--- config.mk ---
export PLATFORM = sky130hd
export DESIGN_NAME = seq_pattern_tx
export DESIGN_NICKNAME = d
export VERILOG_FILES = /design/src/rtl/seq_pattern_tx.sv
export SDC_FILE = /design/constraint.sdc
export NUM_CORES = 1
export LEC_CHECK = 0
export CORE_UTILIZATION = 51
export CTS_CLUSTER_DIAMETER = 200
export CTS_CLUSTER_SIZE = 14
export DETAILED_ROUTE_END_ITERATION = 8
export HOLD_SLACK_MARGIN = 0.12
export PLACE_DENSITY = 0.73
export SLEW_MARGIN = 0
export SYNTH_ARGS = -nofsm -noshare
export SYNTH_HDL_FRONTEND = slang
export SYNTH_SLANG_ARGS = --single-unit
--- constraint.sdc ---
create_clock -name clk -period 2.25 [get_ports clk]
set_input_delay 0.3375 -clock clk [delete_from_list [all_inputs] [get_ports clk]]
set_output_delay 0.3375 -clock clk [all_outputs]
set_load 0.01 [all_outputs]
--- src/rtl/seq_pattern_tx.sv ---
// seq_pattern_tx: serialises parallel words MSB-first onto a single bit
// stream for a downstream sequence detector. After each word it inserts
// GAP idle cycles before returning to IDLE for the next handshake.
//
// Ports
//   clk         rising-edge clock
//   reset       synchronous active-low reset
//   data_in     word to transmit (MSB first)
//   data_valid  data_in holds a word; only honoured in IDLE
//   data_ready  high in IDLE; a word is accepted when valid && ready
//   n           serial bit stream, 0 when no payload bit is present
//   bit_valid   n carries a payload bit this cycle
//   done        pulses with the last bit of a word
//   busy        high in SHIFT and GAP
//   words_sent  completed-word count, wraps 255 -> 0
module seq_pattern_tx #(
  parameter int unsigned WIDTH = 8,
  parameter int unsigned GAP   = 1
) (
  input  logic             clk,
  input  logic             reset,
  input  logic [WIDTH-1:0] data_in,
  input  logic             data_valid,
  output logic             data_ready,
  output logic             n,
  output logic             bit_valid,
  output logic             done,
  output logic             busy,
  output logic [7:0]       words_sent
);

  localparam int unsigned CNT_W = (WIDTH > 1) ? $clog2(WIDTH) : 1;
  localparam int unsigned GAP_W = 4;
  localparam logic [CNT_W-1:0] BIT_LAST = CNT_W'(WIDTH - 1);
  localparam logic [GAP_W-1:0] GAP_LAST = GAP_W'((GAP != 0) ? GAP - 1 : 0);

  typedef enum logic [1:0] {
    S_IDLE,
    S_SHIFT,
    S_GAP
  } state_e;

  state_e           state_q, state_d;
  logic [WIDTH-1:0] shift_q, shift_d;
  logic [CNT_W-1:0] bit_cnt_q, bit_cnt_d;
  logic [GAP_W-1:0] gap_cnt_q, gap_cnt_d;
  logic [7:0]       words_q, words_d;
  logic             ready_q, ready_d;
  logic             n_q, n_d;
  logic             bit_valid_q, bit_valid_d;
  logic             done_q, done_d;
  logic             busy_q, busy_d;

  // State, datapath and output registers
  always_ff @(posedge clk) begin
    if (!reset) begin
      state_q     <= S_IDLE;
      shift_q     <= '0;
      bit_cnt_q   <= '0;
      gap_cnt_q   <= '0;
      words_q     <= 8'd0;
      ready_q     <= 1'b1;
      n_q         <= 1'b0;
      bit_valid_q <= 1'b0;
      done_q      <= 1'b0;
      busy_q      <= 1'b0;
    end else begin
      state_q     <= state_d;
      shift_q     <= shift_d;
      bit_cnt_q   <= bit_cnt_d;
      gap_cnt_q   <= gap_cnt_d;
      words_q     <= words_d;
      ready_q     <= ready_d;
      n_q         <= n_d;
      bit_valid_q <= bit_valid_d;
      done_q      <= done_d;
      busy_q      <= busy_d;
    end
  end

  // Next-state logic; outputs are computed from the next state so that
  // they appear registered in the same cycle the state takes effect.
  always_comb begin
    state_d   = state_q;
    shift_d   = shift_q;
    bit_cnt_d = bit_cnt_q;
    gap_cnt_d = gap_cnt_q;
    words_d   = words_q;

    case (state_q)
      S_IDLE: begin
        if (data_valid) begin
          shift_d   = data_in;
          bit_cnt_d = '0;
          state_d   = S_SHIFT;
        end
      end
      S_SHIFT: begin
        if (bit_cnt_q == BIT_LAST) begin
          words_d   = words_q + 8'd1;
          shift_d   = '0;
          bit_cnt_d = '0;
          gap_cnt_d = '0;
          state_d   = (GAP != 0) ? S_GAP : S_IDLE;
        end else begin
          shift_d   = shift_q << 1;
          bit_cnt_d = bit_cnt_q + CNT_W'(1);
        end
      end
      S_GAP: begin
        if (gap_cnt_q == GAP_LAST) begin
          gap_cnt_d = '0;
          state_d   = S_IDLE;
        end else begin
          gap_cnt_d = gap_cnt_q + GAP_W'(1);
        end
      end
      default: state_d = S_IDLE;
    endcase

    ready_d     = (state_d == S_IDLE);
    busy_d      = (state_d != S_IDLE);
    bit_valid_d = (state_d == S_SHIFT);
    n_d         = bit_valid_d & shift_d[WIDTH-1];
    done_d      = bit_valid_d && (bit_cnt_d == BIT_LAST);
  end

  assign data_ready = ready_q;
  assign n          = n_q;
  assign bit_valid  = bit_valid_q;
  assign done       = done_q;
  assign busy       = busy_q;
  assign words_sent = words_q;

endmodule

Yosys cells after proc, flatten, opt, wreduce, memory -nomap -nowiden
Cells that the tools add are included.
{"block": "classes", "addsub": 3, "n_eq_ne": 7, "muxes": 13, "n_bitwise": 1, "reduce_logical": 10}
{"op": "8-bit two-way mux", "count": 2}
{"op": "8-bit case mux with 2 select lines", "count": 1}
{"op": "8-bit by 1-bit adder with 8-bit output (second input constant)", "count": 1}
{"op": "4-bit two-way mux", "count": 2}
{"op": "4-bit case mux with 2 select lines", "count": 1}
{"op": "3-bit equality test (second input constant)", "count": 2}
{"op": "2-bit two-way mux", "count": 3}
{"op": "3-bit two-way mux", "count": 2}
{"op": "2-bit case mux with 3 select lines", "count": 1}
{"op": "3-bit case mux with 2 select lines", "count": 1}
{"op": "2-bit AND reduction", "count": 3}
{"op": "2-bit nonzero test", "count": 3}
{"op": "4-bit by 1-bit adder with 4-bit output (second input constant)", "count": 1}
{"op": "2-bit by 1-bit equality test with 1-bit output (second input constant)", "count": 2}
{"op": "2-bit logical NOT", "count": 2}
{"op": "4-bit logical NOT", "count": 1}
{"op": "2-bit inequality test (second input constant)", "count": 2}
{"op": "3-bit by 1-bit adder with 3-bit output (second input constant)", "count": 1}
{"op": "2-bit equality test (second input constant)", "count": 1}
{"op": "1-bit AND", "count": 1}
{"op": "1-bit logical AND", "count": 1}
{"block": "totals", "register_bits": 30, "input_bits": 11, "output_inout_bits": 13, "elab_cells": 45}

Logic depth before layout (Yosys ltp)
Gate-level depths: netlist (run 1).
{"block": "depth", "word_depth": 5, "mapped_depth": 7, "mapped_depth_nobuf": 5}

Worst setup path before layout (run 1)
OpenSTA, ideal clock, no wires.
{"block": "synth_path", "path_kind": "reg2reg", "start": "register bit_cnt_q[0]", "end": "register words_q[7], in the netlist words_sent[7]", "setup_time_ns": 0.072, "t_arrival_ns": 1.495, "required_ns": 2.178, "path_slack_ns": 0.683, "stages_incl_launch_ff": 8, "path_buffers": 2, "period_less_slack_ns": 1.567, "cell_sequence": "dfxtp_1 -> ha_1 -> ha_1 -> buf_2 -> nand3b_4 -> buf_2 -> nor4_2 -> mux2i_1"}
{"block": "synth_via", "elab_chain_cells": 2}
{"item": "from (decl)", "line_no": "45", "text": "logic [CNT_W-1:0] bit_cnt_q, bit_cnt_d;"}
{"item": "from (signal assigned)", "line_no": "70", "text": "bit_cnt_q <= bit_cnt_d;"}
{"item": "3-bit equality test", "line_no": "99", "text": "if (bit_cnt_q == BIT_LAST) begin"}
{"item": "2-bit AND reduction (no line)"}
{"item": "to (signal assigned)", "line_no": "72", "text": "words_q <= words_d;"}
{"item": "to (decl)", "line_no": "47", "text": "logic [7:0] words_q, words_d;"}
Every way passes these cells.
A chain may end at the register's enable or synchronous reset.

Worst setup path after layout (run 1)
{"block": "layout_path", "start": "register bit_cnt_q[0]", "end": "register words_q[3], in the netlist words_sent[3]"}
The elaborated chain is that of the path after synthesis.

==> results.md, run 1 <==
- Most common cell in the netlist: dfxtp_1
- Fin. max-slew vios: 0
- Critical Path Sink Type: flip-flop
- DIE HEIGHT: 54.7 um
- Worst setup SP type: flip-flop
- CP Data Arrival Time: between 2000 and 2500 ps
- Post-CTS Setup Inserts: 0
- Deepest clock path buffer count: 2
- Post-synth top area share: 0.425
- Initial antenna violation count: 0
- Post-synth cell types: 41
- Hold WC Path Type: flip-flop to flip-flop
- CP dominant cell by count: ha_1
- Worst skew pair latency: ~330 ps
- Syn nets: 167
- Top area cells in the synthesized netlist: dfxtp_1 42%, o221a_2 4.8%, ha_1 4.4%, nand3b_1 4.2%, a21oi_1 3.5%
- Root buf cell: clkbuf_4
- Slack of the critical path: 346 ps
- Pre-CTS setup slack: ~400 ps
- Final period util: 0.846
- Area growth from synthesis to layout: 22.0%
- Initial drt markers: 17
- CTS buffer count: 5
- Pwr Total: 0.00100 W
- Highest clock rate: roughly 530 MHz
- Final hold violations: 0
- Number of synthesized flops with an enable pin: 0
- Worst Reg-to-Reg Cells: 5
- Fin util: 0.678
- Synthesis Warnings: 0
- RSZ-0062 raised after global routing: false
- Ys async rst share: 0
- Top post-synthesis cells by count: 30 x dfxtp_1, 10 x a21oi_1, 10 x nor2_1
- Wl on met1: around 1400 um
- Final setup fails: 0
- Cell count after synthesis: 151
- Layout cell share with drive strength beyond 1: 0.124
- Top Layer Used: met4
- CTS tree: built
- Die ar.: 2990 sq um
- Gr ovfl total: 0
- FF-to-FF Start: bit_cnt_q[0]
- Largest family of logic cells by synthesized area: simple AND/OR/NAND/NOR gates
- Power Dens Cells: 582 nW/um^2
- Vias in the first global route: 1060
- Synth Flop Type: dfxtp_1
- CORE AREA: 2540 sq um
- Via count: 1190
- DR WL/cell: between 10 and 15 um
- Status: completed
- RR Endpoint: words_sent[3]
- Final WL: roughly 2900 um
- Register area: 601 sq um
- Adder-cell share of the synthesized area: 0.0442
- Worst path cell trace: ha_1, ha_1, nand3b_4, or4_1, a21oi_1
- Rows: 18
- Mux cell area share after synthesis: 0.0142
- Complex-gate fraction of the synthesized area: 0.194
- Slowest-stage cell, CP: or4_1
- CP Launch Point: bit_cnt_q[0]
- Met2 wire len: 1360 um
- Nets: 192
- First-pass GRT wire length: 4690 um
- Max stage delay on crit path: roughly 530 ps
- Cell taking the most area after synthesis: dfxtp_1
- Via-to-Cell Ratio: between 5 and 6
- Initial Util: 0.556
- End point of the critical path: words_sent[3]
- Hpwl dp: 2030 um
- Static leakage: 0.650 nW
- Syn_area_per_cell: 9.36 sq um
- Fill cells: 211
- Worst hold slack: about 470 ps
- Final Skew: 17.2 ps
- Post-cts resize count: 0
- Post-synthesis simple-gate area fraction: 0.259
- Clock-pin slew on the worst setup and hold paths: 90 ps
- Met3 routed WL: between 80 and 90 um
- Sum Neg Setup Slack: 0 ps
- Ports: 24
- Number of routed nets with antenna violations: 0
- GRT Util Overall: 0.224
- Worst Path Max Fanout: 12
- Detailed Routing Iterations Pass 1: 3
- #FFs+latches synth: 30
- Relative slew margins: 0.715
- Mapped Area: 1410 sq um
- Diodes inserted: 0
- Reg-to-reg slack, setup: ~350 ps
- Max-cap violation count: 0
- Largest net degree at the start of global routing: 23
- Clk sinks: 30
- Final Wtd Congestion: ~0.76
- Hold buffers post-CTS: 0
- Worst Path Required: 2500 ps
- DRC errors left: 0
- Crit Path Class: flip-flop to flip-flop
- Post-synthesis sequential area ratio: 0.425
- Area occupied by multi-input gates: 741 sq um
- Final min period: 1900 ps
- Xor/xnor share of the synthesized area: 0.0124
- Port Buffer Count: 23
- Die width: 54.7 um
- Slew @ Worst Pin: 425 ps
- Worst vdd ir: 370 uV
- H-tree lvl count: 2
## cell usage in the layout, fill, tap and decap left out, drive strengths merged, types with 2 or more instances in the layout
| cell type | synthesis | routed |
|---|---|---|
| o21ai | 9 | 9 |
| nand3b | 9 | 9 |
| clkdlybuf4s50 | 0 | 23 |
| nor3b | 2 | 2 |
| a21oi | 10 | 10 |
| nand3 | 5 | 5 |
| inv | 6 | 6 |
| mux2i | 2 | 2 |
| or3 | 4 | 4 |
| o31ai | 2 | 2 |
| nor2b | 7 | 7 |
| clkbuf | 4 | 7 |
| a211oi | 3 | 3 |
| nand2b | 5 | 5 |
| nor2 | 10 | 10 |
| a22oi | 2 | 2 |
| dfxtp | 30 | 30 |
| nand2 | 5 | 5 |
| or4 | 2 | 2 |
| ha | 5 | 5 |
| buf | 5 | 4 |
| nor4bb | 2 | 2 |
| clkinv | 1 | 2 |
| o221a | 6 | 6 |
| a21o | 2 | 2 |
## per-layer routing
layer | track usage | up-vias
met1 | 0.289 | 562
met2 | 0.339 | 19
li1 | - | 602
met3 | 0.0611 | 7
met4 | 0.107 | 0
met5 | 0 | -
## state kept, by name, summed over array words and instances (netlist names)
name and flops:
bit_cnt_q 3, bit_valid 1, busy 1, data_ready 1, done 1, gap_cnt_q 4
n 1, shift_q 8, state_q 2, words_sent 8
## power breakdown
group	total (W)	internal (W)	switching, W	leakage, nW
logic	0.000108	0.0000597	0.0000478	0.370
registers	0.000563	0.000551	0.0000116	0.245
clock network	0.000335	0.000151	0.000183	0.0353
## worst max-delay path: cells and delay by family (launching register included)
family	cells	cell delay, ps
adders and majority gates	2	530
DFF	1	360
AOI/OAI and AO/OA	1	190
and+or+nand+nor	2	740
## worst min path at each step
stage	startpoint	endpoint	cells after the start
5_1_grt	words_sent[7]	words_sent[7]	2
3_5_place_dp	words_sent[7]	words_sent[7]	2
6_report	words_sent[7]	words_sent[7]	2
4_1_cts	words_sent[7]	words_sent[7]	2
3_3_place_gp	words_sent[7]	words_sent[7]	2
2_1_floorplan	shift_q[0]	shift_q[0]	2
## stage by stage
stage | area [sq um] | std cells
final | 1730 | 207
after global routing | 1730 | 207
after CTS | 1730 | 207
after detailed placement | 1670 | 199
after global placement | 1670 | 199
after floorplan | 1410 | 151
## layout make-up
type                       instances  share of cell area
clock inverter                     1             0.00290
sequential                        30               0.348
inverter                           7              0.0152
timing repair buffer              27               0.151
tap                               30              0.0218
clock buffer                       7              0.0319
multi-input combinational        105               0.429
## cells by family (layout without fill, tap and decap cells)
kind of cell               count (synthesis)  after routing
adders and majority gates                  5              5
DFF                                       30             30
buffers and inverters                     16             42
xor gates and xnor gates                   2              2
muxes                                      2              2
AOI/OAI and AO/OA                         39             39
and+or+nand+nor                           57             57
(Power assumes the default switching activity.)
==> run 2, diff against run 1 <==
--- a/config.mk
+++ b/config.mk
@@ -5,12 +5,12 @@
 export SDC_FILE = /design/constraint.sdc
 export NUM_CORES = 1
 export LEC_CHECK = 0
-export CORE_UTILIZATION = 51
+export CORE_UTILIZATION = 46
 export CTS_CLUSTER_DIAMETER = 200
 export CTS_CLUSTER_SIZE = 14
 export DETAILED_ROUTE_END_ITERATION = 8
 export HOLD_SLACK_MARGIN = 0.12
-export PLACE_DENSITY = 0.73
+export PLACE_DENSITY = 0.7
 export SLEW_MARGIN = 0
 export SYNTH_ARGS = -nofsm -noshare
 export SYNTH_HDL_FRONTEND = slang
==> constraint.sdc (replaced) <==
create_clock -name clk -period 1.7 [get_ports clk]
set_input_delay 0.255 -clock clk [delete_from_list [all_inputs] [get_ports clk]]
set_output_delay 0.255 -clock clk [all_outputs]
set_load 0.01 [all_outputs]
==> run 2 against run 1 <==
Against the previous run:
- the flow now finishes with violations (DRC)
- routed wire length rose by 2.0%
- clock skew fell by 14 ps
- via count rose by 2.0%
- combinational power rose by 43%
- non-clock buffer count rose by 6
- global-route usage fell by 2.2 points
- cell area rose by 3.5%
- die area rose by 10%
- final cell count rose by 2.9%
- critical endpoint is now words_sent[5]
- largest power group unchanged
- highest routed layer unchanged
==> results.md, run 2 (synthesis results as in run 1) <==
- Final hold violations: 0 (unchanged)
- Worst path cell trace: ha_2, ha_4, nand3b_4, or4_1, a21oi_1 (was ha_1, ha_1, nand3b_4, or4_1, a21oi_1)
- Worst Path Required: 1960 ps (was 2500 ps)
- Slew @ Worst Pin: 375 ps (was 425 ps)
- Worst vdd ir: 487 uV (was 370 uV)
- DR WL/cell: 13.9 um (was 14.1 um)
- Number of routed nets with antenna violations: 0 (unchanged)
- Via-to-Cell Ratio: 5.70 (was 5.75)
- Via count: 1214 (was 1190)
- Clk pwr share: 0.300 (was 0.333)
- Die ar.: 3300 sq um (was 2990 sq um)
- Hold buffers post-CTS: 0 (unchanged)
- DRC errors left: 2 (was 0)
- Crit Path Class: flip-flop to flip-flop (unchanged)
- Worst skew pair latency: 320 ps (was 330 ps)
- WP buf/inv: 0 (unchanged)
- Commonest cells after routing, fill and taps aside: 29 x dfxtp_1, 23 x clkdlybuf4s50_1, 10 x a21oi_1, 10 x nor2_1 (was 30 x dfxtp_1, 23 x clkdlybuf4s50_1, 10 x a21oi_1, 10 x nor2_1, 9 x o21ai_0)
- Combinational share of power: 0.119 (was 0.107)
- Worst Reg-to-Reg Cells: 5 (unchanged)
- Static leakage: 0.666 nW (was 0.650 nW)
- Final setup fails: 0 (unchanged)
- Gr ovfl total: 0 (unchanged)
- Worst Path Max Fanout: 8 (was 12)
- Vias in the first global route: 1181 (was 1060)
- Relative slew margins: 0.750 (was 0.715)
- Detailed Routing Iterations Pass 1: 6 (was 3)
- Final WL: 2970 um (was 2910 um)
- RSZ-0062 raised after global routing: false (unchanged)
- Clock-pin slew on the worst setup and hold paths: 90 ps (about the same)
- Hold EP: words_sent[7] (unchanged)
- Fin. max-slew vios: 0 (unchanged)
- Area growth from synthesis to layout: 26.3% (was 22.0%)
- Initial antenna violation count: 0 (unchanged)
- CORE AREA: 2830 sq um (was 2540 sq um)
- Reg-to-reg slack, setup: 90 ps (was 350 ps)
- Final Wtd Congestion: 0.725 (was 0.764)
- Hold WC Path Type: flip-flop to flip-flop (unchanged)
- Internal Dissipation: 0.000976 W (was 0.000762 W)
- CTS tree: built (unchanged)
- Hold Path Origin: words_sent[7] (unchanged)
- Critical Path Sink Type: flip-flop (unchanged)
- Deepest clock path buffer count: 2 (unchanged)
- Worst setup SP type: flip-flop (unchanged)
- GRT Util Overall: 0.202 (was 0.224)
- Final Skew: 3.34 ps (was 17.2 ps)
- Hold depth: 2 (unchanged)
- DIE HEIGHT: 57.4 um (was 54.7 um)
- Max-cap violation count: 0 (unchanged)
- Failing checks: DRC
- Pre-CTS setup slack: -2.27 ps (was 399 ps)
- Slack of the critical path: 94.7 ps (was 346 ps)
- Power Dens Cells: 721 nW/um^2 (was 582 nW/um^2)
- Post-route cell area: 1790 sq um (was 1730 sq um)
- Status: finished with violations (was completed)
- H-tree lvl count: 2 (unchanged)
- Max stage delay on crit path: 540 ps (was 530 ps)
- Clk sinks: 30 (unchanged)
- Rows: 19 (was 18)
- Fill cells: 267 (was 211)
- Placed Area: 1720 sq um (was 1670 sq um)
- Flop pwr share: 0.581 (was 0.560)
- Ports: 24 (unchanged)
- Net switching power: 0.000312 W (was 0.000243 W)
- Diodes inserted: 0 (unchanged)
- Hpwl dp: 2160 um (was 2030 um)
- Pwr Total: 0.00129 W (was 0.00100 W)
- Port Buffer Count: 23 (unchanged)
- CP top delay family: simple AND/OR/NAND/NOR gates (unchanged)
- Sw frac: 0.242 (about the same)
- Commonest non-fill, non-tap cell in the layout: dfxtp_1 (unchanged)
- Layout cell share with drive strength beyond 1: 0.159 (was 0.124)
- CP Data Arrival Time: 1860 ps (was 2160 ps)
- Initial drt markers: 22 (was 17)
- FF-to-FF Start: bit_cnt_q[1] (was bit_cnt_q[0])
- Die width: 57.4 um (was 54.7 um)
- Post-CTS Setup Inserts: 0 (unchanged)
- Sum Neg Setup Slack: 0 ps (unchanged)
- CTS buffer count: 5 (unchanged)
- Final min period: 1610 ps (was 1900 ps)
- Nets: 198 (was 192)
- Root buf cell: clkbuf_4 (unchanged)
- Largest net degree at the start of global routing: 20 (was 23)
- First-pass GRT wire length: 5010 um (was 4690 um)
- Initial Util: 0.500 (was 0.556)
- Final period util: 0.944 (was 0.846)
- Highest clock rate: 623 MHz (was 525 MHz)
- RR Endpoint: words_sent[5] (was words_sent[3])
- Slowest-stage cell, CP: or4_1 (unchanged)
- Fin util: 0.631 (was 0.678)
-- run 2: worst max path at each step --
stage / from / endpoint / depth (start not counted)
final: bit_cnt_q[1] / words_sent[5] / 5
after global routing: bit_cnt_q[1] / words_sent[5] / 5
after CTS: bit_cnt_q[0] / words_sent[5] / 5
after detailed placement: bit_cnt_q[0] / words_sent[5] / 5
after global placement: bit_cnt_q[0] / words_sent[5] / 5
after floorplan: bit_cnt_q[0] / words_sent[7] / 7
-- run 2: worst register-to-register path: cells and delay by family (launching register included) --
kind	cells	cell delay [ps]
AND/OR/NAND/NOR	2	680
AO/OA/AOI/OAI	1	150
adder cells (fa/ha/maj)	2	360
flip-flops	1	360
-- run 2: power by group through the flow --
stage	registers [W]	clock network (W)	logic, W
6_report	0.000748	0.000386	0.000154
5_1_grt	0.000752	0.000441	0.000170
4_1_cts	0.000748	0.000399	0.000154
3_5_place_dp	0.000764	0	0.000153
3_3_place_gp	0.000762	0	0.000150
2_1_floorplan	0.000762	0	0.0000813
-- run 2: what timing repair did --
item,in CTS,in global routing
gates resized for setup,1,3
pin swaps,0,0
endpoints found under the setup margin,1,2
-- run 2: through the flow --
step / hold slack (ps) / std cells
2_1_floorplan: 376 / 151
3_3_place_gp: 451 / 206
3_5_place_dp: 459 / 206
4_1_cts: 473 / 213
5_1_grt: 502 / 213
6_report: 470 / 213
-- run 2: per-layer routing --
| layer | GRT usage | up-vias | share of wire |
|---|---|---|---|
| li1 | - | 610 | - |
| met2 | 0.326 | 19 | 0.51 |
| met4 | 0.0906 | 0 | 0.0044 |
| met3 | 0.0839 | 2 | 0.032 |
| met5 | 0 | - | 0 |
| met1 | 0.233 | 583 | 0.46 |
-- run 2: cell type report --
class | instances | area, sq um | share of cell area
multi-input cells | 105 | 756 | 0.423
inverters | 7 | 26.3 | 0.0147
clock buffers | 7 | 45.0 | 0.0252
repair buffers | 33 | 318 | 0.178
well taps | 31 | 38.8 | 0.0217
flip-flops and latches | 30 | 602 | 0.337
==> run 3, diff against run 2 <==
--- a/config.mk
+++ b/config.mk
@@ -5,12 +5,15 @@
 export SDC_FILE = /design/constraint.sdc
 export NUM_CORES = 1
 export LEC_CHECK = 0
-export CORE_UTILIZATION = 46
+export CELL_PAD_IN_SITES_DETAIL_PLACEMENT = 1
+export CELL_PAD_IN_SITES_GLOBAL_PLACEMENT = 1
+export CORE_UTILIZATION = 35
 export CTS_CLUSTER_DIAMETER = 200
 export CTS_CLUSTER_SIZE = 14
 export DETAILED_ROUTE_END_ITERATION = 8
 export HOLD_SLACK_MARGIN = 0.12
-export PLACE_DENSITY = 0.7
+export PLACE_DENSITY = 0.69
+export SETUP_SLACK_MARGIN = 0.15
 export SLEW_MARGIN = 0
 export SYNTH_ARGS = -nofsm -noshare
 export SYNTH_HDL_FRONTEND = slang
==> run 3 against run 2 <==
Against the previous run:
- the run now ends clean
- non-clock buffer count grew 1
- routed wire length grew 6.3%
- clock skew is essentially flat
==> results.md, run 3 (synthesis results as in run 1) <==
- Dpl cells: 222 (was 206)
- Crit Path Class: flip-flop to primary output (was flip-flop to flip-flop)
- Commonest cells after routing, fill and taps aside: 27 x dfxtp_1, 22 x clkdlybuf4s50_1, 10 x a21oi_1, 10 x nor2_1, 10 x buf_4 (was 29 x dfxtp_1, 23 x clkdlybuf4s50_1, 10 x a21oi_1, 10 x nor2_1)
- Status: completed (was finished with violations)
- Layout cell share with drive strength beyond 1: 0.175 (was 0.159)
- DIE HEIGHT: 65.6 um (was 57.4 um)
- Final min period: 1490 ps (was 1610 ps)
- Worst vdd ir: 374 uV (was 487 uV)
- Diodes inserted: 0 (unchanged)
- Initial drt markers: 62 (was 22)
- Hpwl dp: 2250 um (was 2160 um)
- Max-cap violation count: 0 (unchanged)
- Fin. max-slew vios: 0 (unchanged)
- Final Skew: 2.87 ps (was 3.34 ps)
- Deepest clock path buffer count: 2 (unchanged)
- Via-to-Cell Ratio: 5.34 (was 5.70)
- Hold WC Path Type: flip-flop to flip-flop (unchanged)
- Ports: 24 (unchanged)
- Nets: 199 (was 198)
- GRT Util Overall: 0.168 (was 0.202)
- Clk sinks: 30 (unchanged)
- Die width: 65.6 um (was 57.4 um)
- Area growth from synthesis to layout: 31.6% (was 26.3%)
- Detailed Routing Iterations Pass 1: 4 (was 6)
- Slew @ Worst Pin: 386 ps (was 375 ps)
- Pre-CTS setup slack: -0.306 ps (was -2.27 ps)
- Worst path cell trace: clkdlybuf4s50_1 (was ha_2, ha_4, nand3b_4, or4_1, a21oi_1)
- Rows: 22 (was 19)
- Worst Path Max Fanout: 4 (was 8)
- Fill cells: 422 (was 267)
- Final hold violations: 0 (unchanged)
- Port Buffer Count: 23 (unchanged)
- Static leakage: 0.718 nW (was 0.666 nW)
- DRC errors left: 0 (was 2)
- Commonest non-fill, non-tap cell in the layout: dfxtp_1 (unchanged)
- Final WL: 3160 um (was 2970 um)
- Slowest-stage cell, CP: clkdlybuf4s50_1 (was or4_1)
- Root buf cell: clkbuf_8 (was clkbuf_4)
- Power Dens Cells: 762 nW/um^2 (was 721 nW/um^2)
- Final Wtd Congestion: 0.791 (was 0.725)
- Area occupied by multi-input gates: 774 sq um (was 756 sq um)
- Worst Path Required: 1440 ps (was 1960 ps)
- Number of routed nets with antenna violations: 0 (unchanged)
- CTS buffer count: 5 (unchanged)
- CORE AREA: 3770 sq um (was 2830 sq um)
- Gr ovfl total: 0 (unchanged)
- Register area: 604 sq um (was 602 sq um)
- Initial antenna violation count: 0 (unchanged)
- CTS tree: built (unchanged)
- Hold buffers post-CTS: 0 (unchanged)
- Initial Util: 0.375 (was 0.500)
- DR WL/cell: 13.7 um (was 13.9 um)
- Critical Path Sink Type: primary output (was flip-flop)
- Worst skew pair latency: 280 ps (was 320 ps)
- Highest clock rate: 673 MHz (was 623 MHz)
- Vias in the first global route: 1203 (was 1181)
- Final period util: 0.874 (was 0.944)
- Fin util: 0.493 (was 0.631)
- Via count: 1233 (was 1214)
- Final setup fails: 0 (unchanged)
- Die ar.: 4300 sq um (was 3300 sq um)
- Slack of the critical path: 214 ps (was 94.7 ps)
- WP buf/inv: 1 (was 0)
- Clock-pin slew on the worst setup and hold paths: 60 ps (was 90 ps)
- Worst setup SP type: flip-flop (unchanged)
- H-tree lvl count: 2 (unchanged)
- Max stage delay on crit path: 560 ps (was 540 ps)
- Relative slew margins: 0.742 (was 0.750)
- Largest net degree at the start of global routing: 18 (was 20)
- First-pass GRT wire length: 5390 um (was 5010 um)
- RSZ-0062 raised after global routing: false (unchanged)
- CP Data Arrival Time: 1230 ps (was 1860 ps)
- Cell Count, Final, Fillers Out: 231 (was 213)
- CP top delay family: buffers and inverters (was simple AND/OR/NAND/NOR gates)
-- run 3: changes by cell type in the layout (fill, tap and decap cells not counted), moves of 2 or more --
cell	before	now
clkbuf_4	5	0
clkbuf_8	0	5
dfxtp_1	29	27
dfxtp_2	1	3
-- run 3: report_power, final --
part           switching, W  internal (W)  leakage (nW)  total [W]
registers         0.0000171      0.000731         0.246   0.000749
clock network      0.000239      0.000281        0.0383   0.000520
logic             0.0000652     0.0000845         0.434   0.000150
-- run 3: repair_timing --
action | in CTS | in global routing
resized for setup | 6 | 4
buffers inserted | 0 | 2
pin swaps | 0 | 1
hold endpoints to repair | 0 | 0
gates cloned | 0 | 0
endpoints found under the setup margin | 6 | 7
-- run 3: layer usage --
metal / wire length (um) / vias up / part of all wire / GRT usage
met1: 1480 / 592 / 0.47 / 0.201
met5: 0 / - / 0 / 0
li1: - / 609 / - / -
met3: 126 / 9 / 0.040 / 0.0434
met4: 74 / 0 / 0.023 / 0.0897
met2: 1480 / 23 / 0.47 / 0.272
-- run 3: layout make-up --
cell class,instances,share of cell area
tap,48,0.0323
inverter,7,0.0141
timing repair buffer,34,0.171
sequential,30,0.325
clock buffer,7,0.0410
multi-input combinational,105,0.416
-- run 3: metrics by stage --
stage          TNS (ps)  total power [W]  hold slack [ps]  cell area, sq um
6_report              0          0.00142              491              1860
5_1_grt               0          0.00149              517              1860
4_1_cts               0          0.00145              498              1830
3_5_place_dp     -0.306         0.000912              490              1730
3_3_place_gp          0         0.000906              452              1730
2_1_floorplan         0         0.000844              376              1420
-- run 3: path summary, 6_finish.rpt --
kind | slack [ps] | startpoint | depth (start not counted) | to
setup / recovery | 210 | words_sent[0] | 1 | words_sent[0]
hold / removal | 490 | words_sent[7] | 2 | words_sent[7]
setup reg to reg | 230 | bit_cnt_q[0] | 5 | words_sent[5]
hold reg to reg | 490 | words_sent[7] | 2 | words_sent[7]
